--- src/rtl/blockram_access_ctrl_pkg.sv ---
// Shared types for the blockram access controller: sequencer state, read-client count and client id.
package blockram_access_ctrl_pkg;

    localparam int NUM_CLIENTS = 2;

    typedef enum logic {
        ST_INIT = 1'b0,
        ST_RUN  = 1'b1
    } ctrl_state_t;

    typedef logic client_id_t;

endpackage

--- src/rtl/rr_arbiter_2.sv ---
// Two-requester round-robin arbiter. The pick is computed every cycle; the grant only when enabled,
// and last_grant advances only on an actual grant so a suppressed client keeps its turn.
module rr_arbiter_2
    import blockram_access_ctrl_pkg::*;
(
    input  logic       clk_in,
    input  logic       reset_in,
    input  logic [1:0] req_in,
    input  logic       grant_en_in,
    output logic       pick_valid_out,
    output client_id_t pick_id_out,
    output logic [1:0] grant_out
);

    client_id_t last_grant_reg;

    always_comb begin
        pick_valid_out = 1'b1;
        pick_id_out    = 1'b0;
        case (req_in)
            2'b01:   pick_id_out = 1'b0;
            2'b10:   pick_id_out = 1'b1;
            2'b11:   pick_id_out = ~last_grant_reg;
            default: pick_valid_out = 1'b0;
        endcase
    end

    always_comb begin
        grant_out = 2'b00;
        if (pick_valid_out && grant_en_in) begin
            grant_out[pick_id_out] = 1'b1;
        end
    end

    always_ff @(posedge clk_in or posedge reset_in) begin
        if (reset_in) begin
            last_grant_reg <= 1'b1;
        end else if (pick_valid_out && grant_en_in) begin
            last_grant_reg <= pick_id_out;
        end
    end

endmodule

--- src/rtl/blockram_access_ctrl.sv ---
// Init sweep, read arbitration and write pass-through in front of one dual-port tag RAM.
// Optional macro BLOCKRAM_CTRL_RW_BYPASS_EN: same-set read/write are granted together and the read returns the new data.
module blockram_access_ctrl
    import blockram_access_ctrl_pkg::*;
#(
    parameter int SINGLE_ENTRY_SIZE_IN_BITS = 64,
    parameter int NUM_SET                   = 64,
    parameter int SET_PTR_WIDTH_IN_BITS     = 6,
    parameter logic [SINGLE_ENTRY_SIZE_IN_BITS-1:0] INIT_ENTRY = '0
) (
    input  logic                                   clk_in,
    input  logic                                   reset_in,
    input  logic [1:0]                             rd_valid_in,
    input  logic [2*SET_PTR_WIDTH_IN_BITS-1:0]     rd_set_addr_in,
    output logic [1:0]                             rd_ready_out,
    output logic [1:0]                             rd_resp_valid_out,
    output logic [SINGLE_ENTRY_SIZE_IN_BITS-1:0]   rd_resp_entry_out,
    input  logic                                   wr_valid_in,
    input  logic [SET_PTR_WIDTH_IN_BITS-1:0]       wr_set_addr_in,
    input  logic [SINGLE_ENTRY_SIZE_IN_BITS-1:0]   wr_entry_in,
    output logic                                   wr_ready_out,
    output logic                                   wr_resp_valid_out,
    output logic [SINGLE_ENTRY_SIZE_IN_BITS-1:0]   wr_evict_entry_out,
    output logic                                   init_done_out,
    output logic                                   ram_read_en_out,
    output logic [SET_PTR_WIDTH_IN_BITS-1:0]       ram_read_set_addr_out,
    input  logic [SINGLE_ENTRY_SIZE_IN_BITS-1:0]   ram_read_entry_in,
    output logic                                   ram_write_en_out,
    output logic [SET_PTR_WIDTH_IN_BITS-1:0]       ram_write_set_addr_out,
    output logic [SINGLE_ENTRY_SIZE_IN_BITS-1:0]   ram_write_entry_out,
    input  logic [SINGLE_ENTRY_SIZE_IN_BITS-1:0]   ram_evict_entry_in
);

    localparam logic [SET_PTR_WIDTH_IN_BITS-1:0] LAST_SET = SET_PTR_WIDTH_IN_BITS'(NUM_SET - 1);

    ctrl_state_t                      state_reg, state_next;
    logic [SET_PTR_WIDTH_IN_BITS-1:0] init_cnt_reg, init_cnt_next;
    logic [1:0]                       rd_resp_valid_reg;
    logic                             wr_resp_valid_reg;

    logic [SET_PTR_WIDTH_IN_BITS-1:0] rd_addr [NUM_CLIENTS];
    logic                             in_init, in_run;
    logic                             pick_valid, addr_clash, grant_en, wr_grant;
    client_id_t                       pick_id;
    logic [1:0]                       rd_grant;
    logic [SET_PTR_WIDTH_IN_BITS-1:0] pick_addr;

    generate
        for (genvar gi = 0; gi < NUM_CLIENTS; gi++) begin : g_rd_addr
            assign rd_addr[gi] = rd_set_addr_in[gi*SET_PTR_WIDTH_IN_BITS +: SET_PTR_WIDTH_IN_BITS];
        end
    endgenerate

    assign in_init    = (state_reg == ST_INIT);
    assign in_run     = (state_reg == ST_RUN);
    assign pick_addr  = rd_addr[pick_id];
    assign addr_clash = wr_valid_in && pick_valid && (pick_addr == wr_set_addr_in);
    assign wr_grant   = in_run && wr_valid_in;

`ifdef BLOCKRAM_CTRL_RW_BYPASS_EN
    assign grant_en = in_run;
`else
    // The RAM would hand back stale data, so the write wins and the read client retries.
    assign grant_en = in_run && !addr_clash;
`endif

    rr_arbiter_2 u_arb (
        .clk_in         (clk_in),
        .reset_in       (reset_in),
        .req_in         (rd_valid_in),
        .grant_en_in    (grant_en),
        .pick_valid_out (pick_valid),
        .pick_id_out    (pick_id),
        .grant_out      (rd_grant)
    );

    always_comb begin
        state_next    = state_reg;
        init_cnt_next = init_cnt_reg;
        case (state_reg)
            ST_INIT: begin
                if (init_cnt_reg == LAST_SET) begin
                    state_next    = ST_RUN;
                    init_cnt_next = '0;
                end else begin
                    init_cnt_next = init_cnt_reg + 1'b1;
                end
            end
            default: ;
        endcase
    end

    // The RAM only commits a write while its read port is enabled, so every write also enables the read.
    always_comb begin
        ram_read_en_out        = !reset_in && (in_init || wr_grant || (|rd_grant));
        ram_write_en_out       = !reset_in && (in_init || wr_grant);
        ram_read_set_addr_out  = in_init ? init_cnt_reg : ((|rd_grant) ? pick_addr : wr_set_addr_in);
        ram_write_set_addr_out = in_init ? init_cnt_reg : wr_set_addr_in;
        ram_write_entry_out    = in_init ? INIT_ENTRY : wr_entry_in;
    end

    always_ff @(posedge clk_in or posedge reset_in) begin
        if (reset_in) begin
            state_reg         <= ST_INIT;
            init_cnt_reg      <= '0;
            rd_resp_valid_reg <= 2'b00;
            wr_resp_valid_reg <= 1'b0;
        end else begin
            state_reg         <= state_next;
            init_cnt_reg      <= init_cnt_next;
            rd_resp_valid_reg <= rd_grant;
            wr_resp_valid_reg <= wr_grant;
        end
    end

    logic [SINGLE_ENTRY_SIZE_IN_BITS-1:0] rd_data;

`ifdef BLOCKRAM_CTRL_RW_BYPASS_EN
    logic                                 byp_hit_reg;
    logic [SINGLE_ENTRY_SIZE_IN_BITS-1:0] byp_data_reg;

    always_ff @(posedge clk_in or posedge reset_in) begin
        if (reset_in) begin
            byp_hit_reg  <= 1'b0;
            byp_data_reg <= '0;
        end else begin
            byp_hit_reg <= addr_clash && (|rd_grant);
            if (wr_grant) begin
                byp_data_reg <= wr_entry_in;
            end
        end
    end

    assign rd_data = byp_hit_reg ? byp_data_reg : ram_read_entry_in;
`else
    assign rd_data = ram_read_entry_in;
`endif

    assign rd_ready_out       = rd_grant;
    assign wr_ready_out       = wr_grant;
    assign init_done_out      = in_run;
    assign rd_resp_valid_out  = rd_resp_valid_reg;
    assign wr_resp_valid_out  = wr_resp_valid_reg;
    assign rd_resp_entry_out  = (|rd_resp_valid_reg) ? rd_data : '0;
    assign wr_evict_entry_out = wr_resp_valid_reg ? ram_evict_entry_in : '0;

endmodule

--- config.mk ---
export PLATFORM = sky130hd
export DESIGN_NAME = blockram_access_ctrl
export DESIGN_NICKNAME = d
export VERILOG_FILES = /design/src/rtl/blockram_access_ctrl_pkg.sv /design/src/rtl/rr_arbiter_2.sv /design/src/rtl/blockram_access_ctrl.sv
export SDC_FILE = /design/constraint.sdc
export NUM_CORES = 1
export LEC_CHECK = 0
export CORE_AREA = 2 2 167 169
export CTS_BUF_LIST = sky130_fd_sc_hd__clkbuf_4 sky130_fd_sc_hd__clkbuf_8 sky130_fd_sc_hd__clkbuf_16
export DETAILED_ROUTE_END_ITERATION = 10
export DIE_AREA = 0 0 169 171
export PLACE_DENSITY = 0.42
export SLEW_MARGIN = 20
export SYNTH_ARGS = -nofsm -noshare
export SYNTH_HDL_FRONTEND = slang
export SYNTH_HIERARCHICAL = 1
export SYNTH_SLANG_ARGS = --single-unit
--- constraint.sdc ---
create_clock -name clk_in -period 3.89 [get_ports clk_in]
set_input_delay 0.389 -clock clk_in [delete_from_list [all_inputs] [get_ports clk_in]]
set_output_delay 0.389 -clock clk_in [all_outputs]
set_load 0.05 [all_outputs]
==> results.txt, run 1 <==
status: complete, no violations
crit start category: input port
cell family with most CP delay: compound AO/OA/AOI/OAI gates
global route overflow: 0
GRT Total Usage: 0.106
Synth cell types: 28
Die Height: 171 um
final wirelength: 16700 um
final setup vio count: 0
MaxCap Viol Count: 0
Util after Layout: 0.254
Crit. End Element: primary output
Hold Path Cell Cnt: 1
Rel. slew slack: 0.513
Final Net Count: 946
r2r setup slk: 1.77 ns
Peak Freq: 0.275 GHz
core area: 0.0273 mm2
Min Clock Period, post-route: 3.64 ns
syn avg cell area: 6.73 um2
CP Max Fanout: 13
R2R cell count: 8
FFs w/ async S/R, synth: 1.00
post-CTS setup buffer count: 0
Hold Path Sink: init_cnt_reg[2]$_DFFE_PP0N_
HP Class: register to register
commonest non-fill, non-tap cell in the layout: clkdlybuf4s50_1
CP max-delay cell: clkdlybuf4s50_1
Area after DPL: 0.00685 mm2
YS warnings: 6
Worst Hold Launch: init_cnt_reg[2]$_DFFE_PP0N_
first drt pass iteration count: 4
M1 GR Usage: 0.133
clk buf depth: 2
Slew @ Worst Pin: 0.731 ns
register area share after synthesis: 0.132
layer with the highest usage: met2
I/O pin total: 428
Buffers on Ports: 427
Peak VDD IR: 0.116 mV
Clock Latency Late Sink: 0.24 ns
#FFs+latches synth: 11
Routability Congestion: 0.708
Syn Inst Count: 312
overall power: 0.000562 W
vias in the first global route: 3493
Clock Sinks: 11
endpoints failing hold: 0
Syn Nets: 528
met2 Use GR: 0.182
part of the cycle the worst path needs: 0.934
CTS tree: built
max reg flops: 6
clock-pin slew on the worst setup and hold paths: 0.04 ns
synthesized area: 0.00210 mm2
worst path cell trace: clkdlybuf4s50_1, a21boi_4, buf_4, mux2i_1, xor2_1, nand3_1, o41a_1, and2_1, or2_4, nor2_1, a21oi_1, a21o_1, buf_12
largest net degree at the start of global routing: 65
CTS root buf: clkbuf_16
commonest non-fill, non-tap cells in the layout: clkdlybuf4s50_1 (418), and2_1 (130), nor2b_1 (65)
Levels on crit path: 13
FF-to-FF End: rd_resp_valid_out[1]$_DFF_PP0_
Starting Density: 0.0768
Final Cell Area: 0.00695 mm2
R2R Path Start: u_arb/last_grant_reg$_DFFE_PP1P_
setup_tns: 0 ns
DIE WIDTH: 169 um
unrepaired setup endpoints after global routing: no
worst path buffer plus inverter count: 3
residual DRC count: 0
vias per cell: 3.35
Final Max Slew Viols: 0
Post-synth EDFFs: 0
CTS Buf Count: 3
max incr delay on CP: 0.49 ns
global-route wire length before repair: 23000 um
DR iter-0 viols: 93
power density cells: 81.0 mW/mm2
antenna violations before repair: 1
P_leak: 2.57 nW
antenna-violating nets left: 0
Hold Slack: 0.494 ns
Clock Skews: 0.00354 ns
critical path type: input port to primary output
area of the die: 0.0289 mm2
Vias: 3604
Post-DP HPWL: 14400 um
Std-Cell Rows: 61
routing usage on met3: 0.0331
top_reg_cell synth: dfrtp_1
Worst Path Required: 3.50 ns
CTS H-Tree Depth: 1
area grow syn2layout: 231%
Data arrival, critical path: 3.25 ns
wire length per cell: 15.5 um
fraction of layout cells with a size suffix above 1: 0.0453
## where the power goes
group	internal, W	total (W)	leakage (nW)	switching (W)
clock network	0.000144	0.000193	0.0416	0.0000483
registers	0.000115	0.000115	0.134	0
logic	0.000206	0.000255	2.39	0.0000483
total	0.000466	0.000562	2.57	0.0000966
## stage by stage
step | cells | setup slack [ns]
floorplan | 312 | 0.340
global placement | 1071 | 0.0775
detailed placement | 1071 | 0.0747
CTS | 1075 | 0.0479
global route | 1075 | 0.0212
finish | 1076 | 0.255
## worst max path at each step
stage | to | from | slack [ns]
floorplan | ram_read_set_addr_out[0] | init_done_out$_DFF_PP0_ | 0.34
global placement | ram_read_set_addr_out[2] | rd_valid_in[1] | 0.08
detailed placement | ram_read_set_addr_out[2] | rd_valid_in[1] | 0.07
CTS | ram_read_set_addr_out[2] | rd_valid_in[1] | 0.05
global route | ram_read_set_addr_out[5] | rd_valid_in[1] | 0.02
finish | ram_read_set_addr_out[2] | rd_valid_in[1] | 0.25
## cells in the mapped netlist, types with 2 or more instances
cell type    n  area (um2)
and2_1     130         813
nor2b_1     65         407
clkbuf_1    23        86.3
nand2_1     23        86.3
dfrtp_1     10         250
mux2i_1      6        60.1
nand2b_1     6        37.5
a21oi_1      5        25.0
o211ai_1     5        37.5
a21o_1       4        30.0
inv_1        4        15.0
nand3_1      4        20.0
xnor2_1      4        35.0
xor2_1       4        35.0
a31oi_1      3        18.8
nor2_1       2        7.51
o21ai_0      2        10.0
or2_2        2        12.5
## layout make-up
cell class | instances | area (um2)
Tap cell | 346 | 433
Fill cell | 2977 | 20400
Sequential cell | 11 | 278
Clock buffer | 4 | 82.6
Inverter | 4 | 15.0
Antenna cell | 1 | 2.50
Multi-Input combinational cell | 272 | 1730
Timing Repair Buffer | 438 | 4410
## metal layers
layer / part of all wire / up-vias / wire length, um
met5: 0 / - / 0
met4: 0.0060 / 0 / 101
met3: 0.095 / 2 / 1580
met2: 0.47 / 219 / 7890
met1: 0.43 / 1588 / 7130
li1: - / 1795 / -
## repair_timing
action,in CTS,in global routing
setup endpoints to repair,0,6
resized for setup,0,2
hold buffers,0,0
## cells by family (layout without fill, tap and decap cells)
logic type,Yosys count,after routing,share of synthesized area
buffers and inverters,29,446,0.0560
XOR/XNOR,8,8,0.0334
other,0,1,0
AND/OR/NAND/NOR,233,233,0.662
adder cells (fa/ha/maj),1,1,0.00596
multiplexers,7,7,0.0340
flip-flops,11,11,0.132
AO/OA/AOI/OAI,23,23,0.0763
## worst reg2reg max path, cell delays in order, from the launching register on
cell      delay [ns]
dfstp_2         0.38
a21boi_4        0.22
buf_4           0.18
mux2i_1         0.27
xor2_1          0.20
nand3_1         0.10
o41a_1          0.35
and2_1          0.17
buf_4           0.14
Power figures use the tool's default switching activity.
==> inputs of run 2 (changes only) <==
--- a/config.mk
+++ b/config.mk
@@ -5,11 +5,11 @@
 export SDC_FILE = /design/constraint.sdc
 export NUM_CORES = 1
 export LEC_CHECK = 0
-export CORE_AREA = 2 2 167 169
+export CORE_AREA = 8 8 159 161
 export CTS_BUF_LIST = sky130_fd_sc_hd__clkbuf_4 sky130_fd_sc_hd__clkbuf_8 sky130_fd_sc_hd__clkbuf_16
 export DETAILED_ROUTE_END_ITERATION = 10
-export DIE_AREA = 0 0 169 171
-export PLACE_DENSITY = 0.42
+export DIE_AREA = 0 0 167 169
+export PLACE_DENSITY = 0.48
 export SLEW_MARGIN = 20
 export SYNTH_ARGS = -nofsm -noshare
 export SYNTH_HDL_FRONTEND = slang
==> run 2 against run 1 <==
  * Maximum frequency down 1.4%
  * Cell count fell by 5.7%
  * Die area decreased by 2.3%
==> results.txt, run 2 (synthesized netlist as in run 1, its figures left out) <==
overall power: 0.000566 W (+0.61%)
status: complete, no violations
Std-Cell Rows: 56 (-8.2%)
Data arrival, critical path: 3.30 ns (+0.05 ns)
Vias: 3543 (-1.7%)
MaxCap Viol Count: 0 (unchanged)
FILL cells: 2477 (-17%)
area of the die: 0.0282 mm2 (-2.3%)
Final Max Slew Viols: 0 (unchanged)
Slew @ Worst Pin: 0.862 ns (+0.131 ns)
GRT Total Usage: 0.122 (+0.0153)
Post-DP HPWL: 16100 um (+12%)
Crit. End Element: primary output
final setup vio count: 0 (unchanged)
largest net degree at the start of global routing: 66 (+1.5%)
Peak VDD IR: 0.181 mV (+56%)
Rel. slew slack: 0.425 (-0.0876)
CTS root buf: clkbuf_16
power density cells: 82.6 mW/mm2 (+2.0%)
residual DRC count: 0 (unchanged)
first drt pass iteration count: 4 (unchanged)
worst path buffer plus inverter count: 2 (-1)
max incr delay on CP: 0.51 ns (+0.02 ns)
CP max-delay cell: clkdlybuf4s50_1
area grow syn2layout: 227%
Clock Latency Late Sink: 0.24 ns (about the same)
Worst Path Required: 3.50 ns (about the same)
CP Max Fanout: 13 (unchanged)
Clock Skews: 0.00548 ns (+0.00194 ns)
worst path cell trace: clkdlybuf4s50_1, a21boi_4, mux2i_2, xor2_1, nand3_1, o41a_1, and2_1, or2_4, nor2_1, a21oi_1, a21o_1, buf_12
crit start category: input port
total net switching power: 0.0000998 W (+3.4%)
I/O pin total: 428 (unchanged)
part of the cycle the worst path needs: 0.947 (+0.0128)
clock-pin slew on the worst setup and hold paths: 0.04 ns (about the same)
fraction of layout cells with a size suffix above 1: 0.0441 (-0.00113)
Comb power frac: 0.450 (-0.003)
unrepaired setup endpoints after global routing: no
Min Clock Period, post-route: 3.68 ns (+0.0499 ns)
Buffers on Ports: 427 (unchanged)
CTS tree: built
Starting Density: 0.0916 (+0.0148)
global-route wire length before repair: 26200 um (+14%)
critical path type: input port to primary output
wire length per cell: 18.3 um (+18%)
CTS H-Tree Depth: 1 (unchanged)
Die Height: 169 um (-1.2%)
Inst Count DP: 1010 (-5.7%)
HP Class: register to register
Clock Sinks: 11 (unchanged)
# diodes: 0 (-1)
final wirelength: 18600 um (+11%)
Peak Freq: 0.271 GHz (-1.4%)
share of power burned in registers: 0.203 (about the same)
antenna violations before repair: 1 (unchanged)
Routability Congestion: 0.776 (+9.5%)
max reg flops: 6 (unchanged)
antenna-violating nets left: 0 (unchanged)
clk buf depth: 2 (unchanged)
endpoints failing hold: 0 (unchanged)
CTS Buf Count: 3 (unchanged)
DIE WIDTH: 167 um (-1.2%)
commonest non-fill, non-tap cells in the layout: clkdlybuf4s50_1 (418), and2_1 (130), nor2b_1 (65)
fin cells: 1015 (-5.7%)
P_leak: 2.54 nW (-1.1%)
core area: 0.0229 mm2 (-16%)
commonest non-fill, non-tap cell in the layout: clkdlybuf4s50_1
Sw Share: 0.176 (+0.00472)
clock share of power: 0.347 (+0.004)
DR iter-0 viols: 125 (+34%)
Internal: 0.000466 W (about the same)
vias in the first global route: 3737 (+7.0%)
vias per cell: 3.49 (+4.2%)
cell family with most CP delay: compound AO/OA/AOI/OAI gates
global route overflow: 0 (unchanged)
Final Net Count: 942 (-0.42%)
## run 2: changes by cell type in the layout (fill, tap and decap cells not counted)
cell | before | now
buf_4 | 14 | 10
dfrtp_1 | 9 | 8
dfrtp_2 | 1 | 2
diode_2 | 1 | 0
mux2i_1 | 6 | 4
mux2i_2 | 0 | 2
## run 2: area by class of cell
type	instances	area, um2	area share
Tap cell	290	363	0.0530
Timing Repair Buffer	434	4380	0.639
Inverter	4	15.0	0.00219
Clock buffer	4	82.6	0.0121
Multi-Input combinational cell	272	1730	0.253
Sequential cell	11	279	0.0407
## run 2: per-layer routing
layer | routed length [um] | part of all wire | track usage | vias up
met2 | 8750 | 0.47 | 0.206 | 213
met5 | 9 | 0.00049 | 0 | -
met1 | 8120 | 0.44 | 0.150 | 1532
met4 | 161 | 0.0087 | 0.0192 | 2
li1 | - | - | - | 1788
met3 | 1510 | 0.081 | 0.0401 | 8
## run 2: timing repair
item	in CTS	in global routing
pin swaps	0	1
resized for setup	1	3
setup endpoints to repair	1	6
hold buffers	0	0
setup buffers	0	1
## run 2: worst register-to-register path, stage by stage (launching register included)
cell and delay (ns):
dfstp_2 0.39, a21boi_4 0.27, mux2i_2 0.28, xor2_1 0.23
nand3_1 0.12, o41a_1 0.48, and2_1 0.17, buf_4 0.14
## run 2: worst paths after layout
kind | from | slack [ns] | end | cells past startpoint
max | rd_valid_in[0] | 0.21 | ram_read_set_addr_out[2] | 12
min | init_cnt_reg[2]$_DFFE_PP0N_ | 0.49 | init_cnt_reg[2]$_DFFE_PP0N_ | 1
max reg2reg | u_arb/last_grant_reg$_DFFE_PP1P_ | 1.70 | rd_resp_valid_out[1]$_DFF_PP0_ | 7
min reg2reg | init_cnt_reg[2]$_DFFE_PP0N_ | 0.49 | init_cnt_reg[2]$_DFFE_PP0N_ | 1
max in group asynchronous | reset_in | 3.01 | wr_resp_valid_out$_DFF_PP0_ | 2
min in group asynchronous | reset_in | 0.51 | u_arb/last_grant_reg$_DFFE_PP1P_ | 2
## run 2: power groups by stage
stage          Sequential (W)  Clock [W]  Combinational, W
2_1_floorplan        0.000117          0         0.0000313
3_3_place_gp         0.000117          0          0.000249
3_5_place_dp         0.000117          0          0.000251
4_1_cts              0.000115   0.000201          0.000254
5_1_grt              0.000115   0.000208          0.000271
6_report             0.000115   0.000196          0.000254
## run 2: per-stage QoR
step	worst slack [ns]	TNS [ns]	area, um2	util	hold slack, ns
2_1_floorplan	0.340	0	2100	-	0.238
5_1_grt	0.0326	0	6850	0.299	0.529
6_report	0.205	0	6850	0.299	0.492
3_3_place_gp	0.0326	0	6740	0.294	0.489
4_1_cts	0.0474	0	6830	0.298	0.493
3_5_place_dp	-0.00903	-0.00903	6740	0.294	0.484
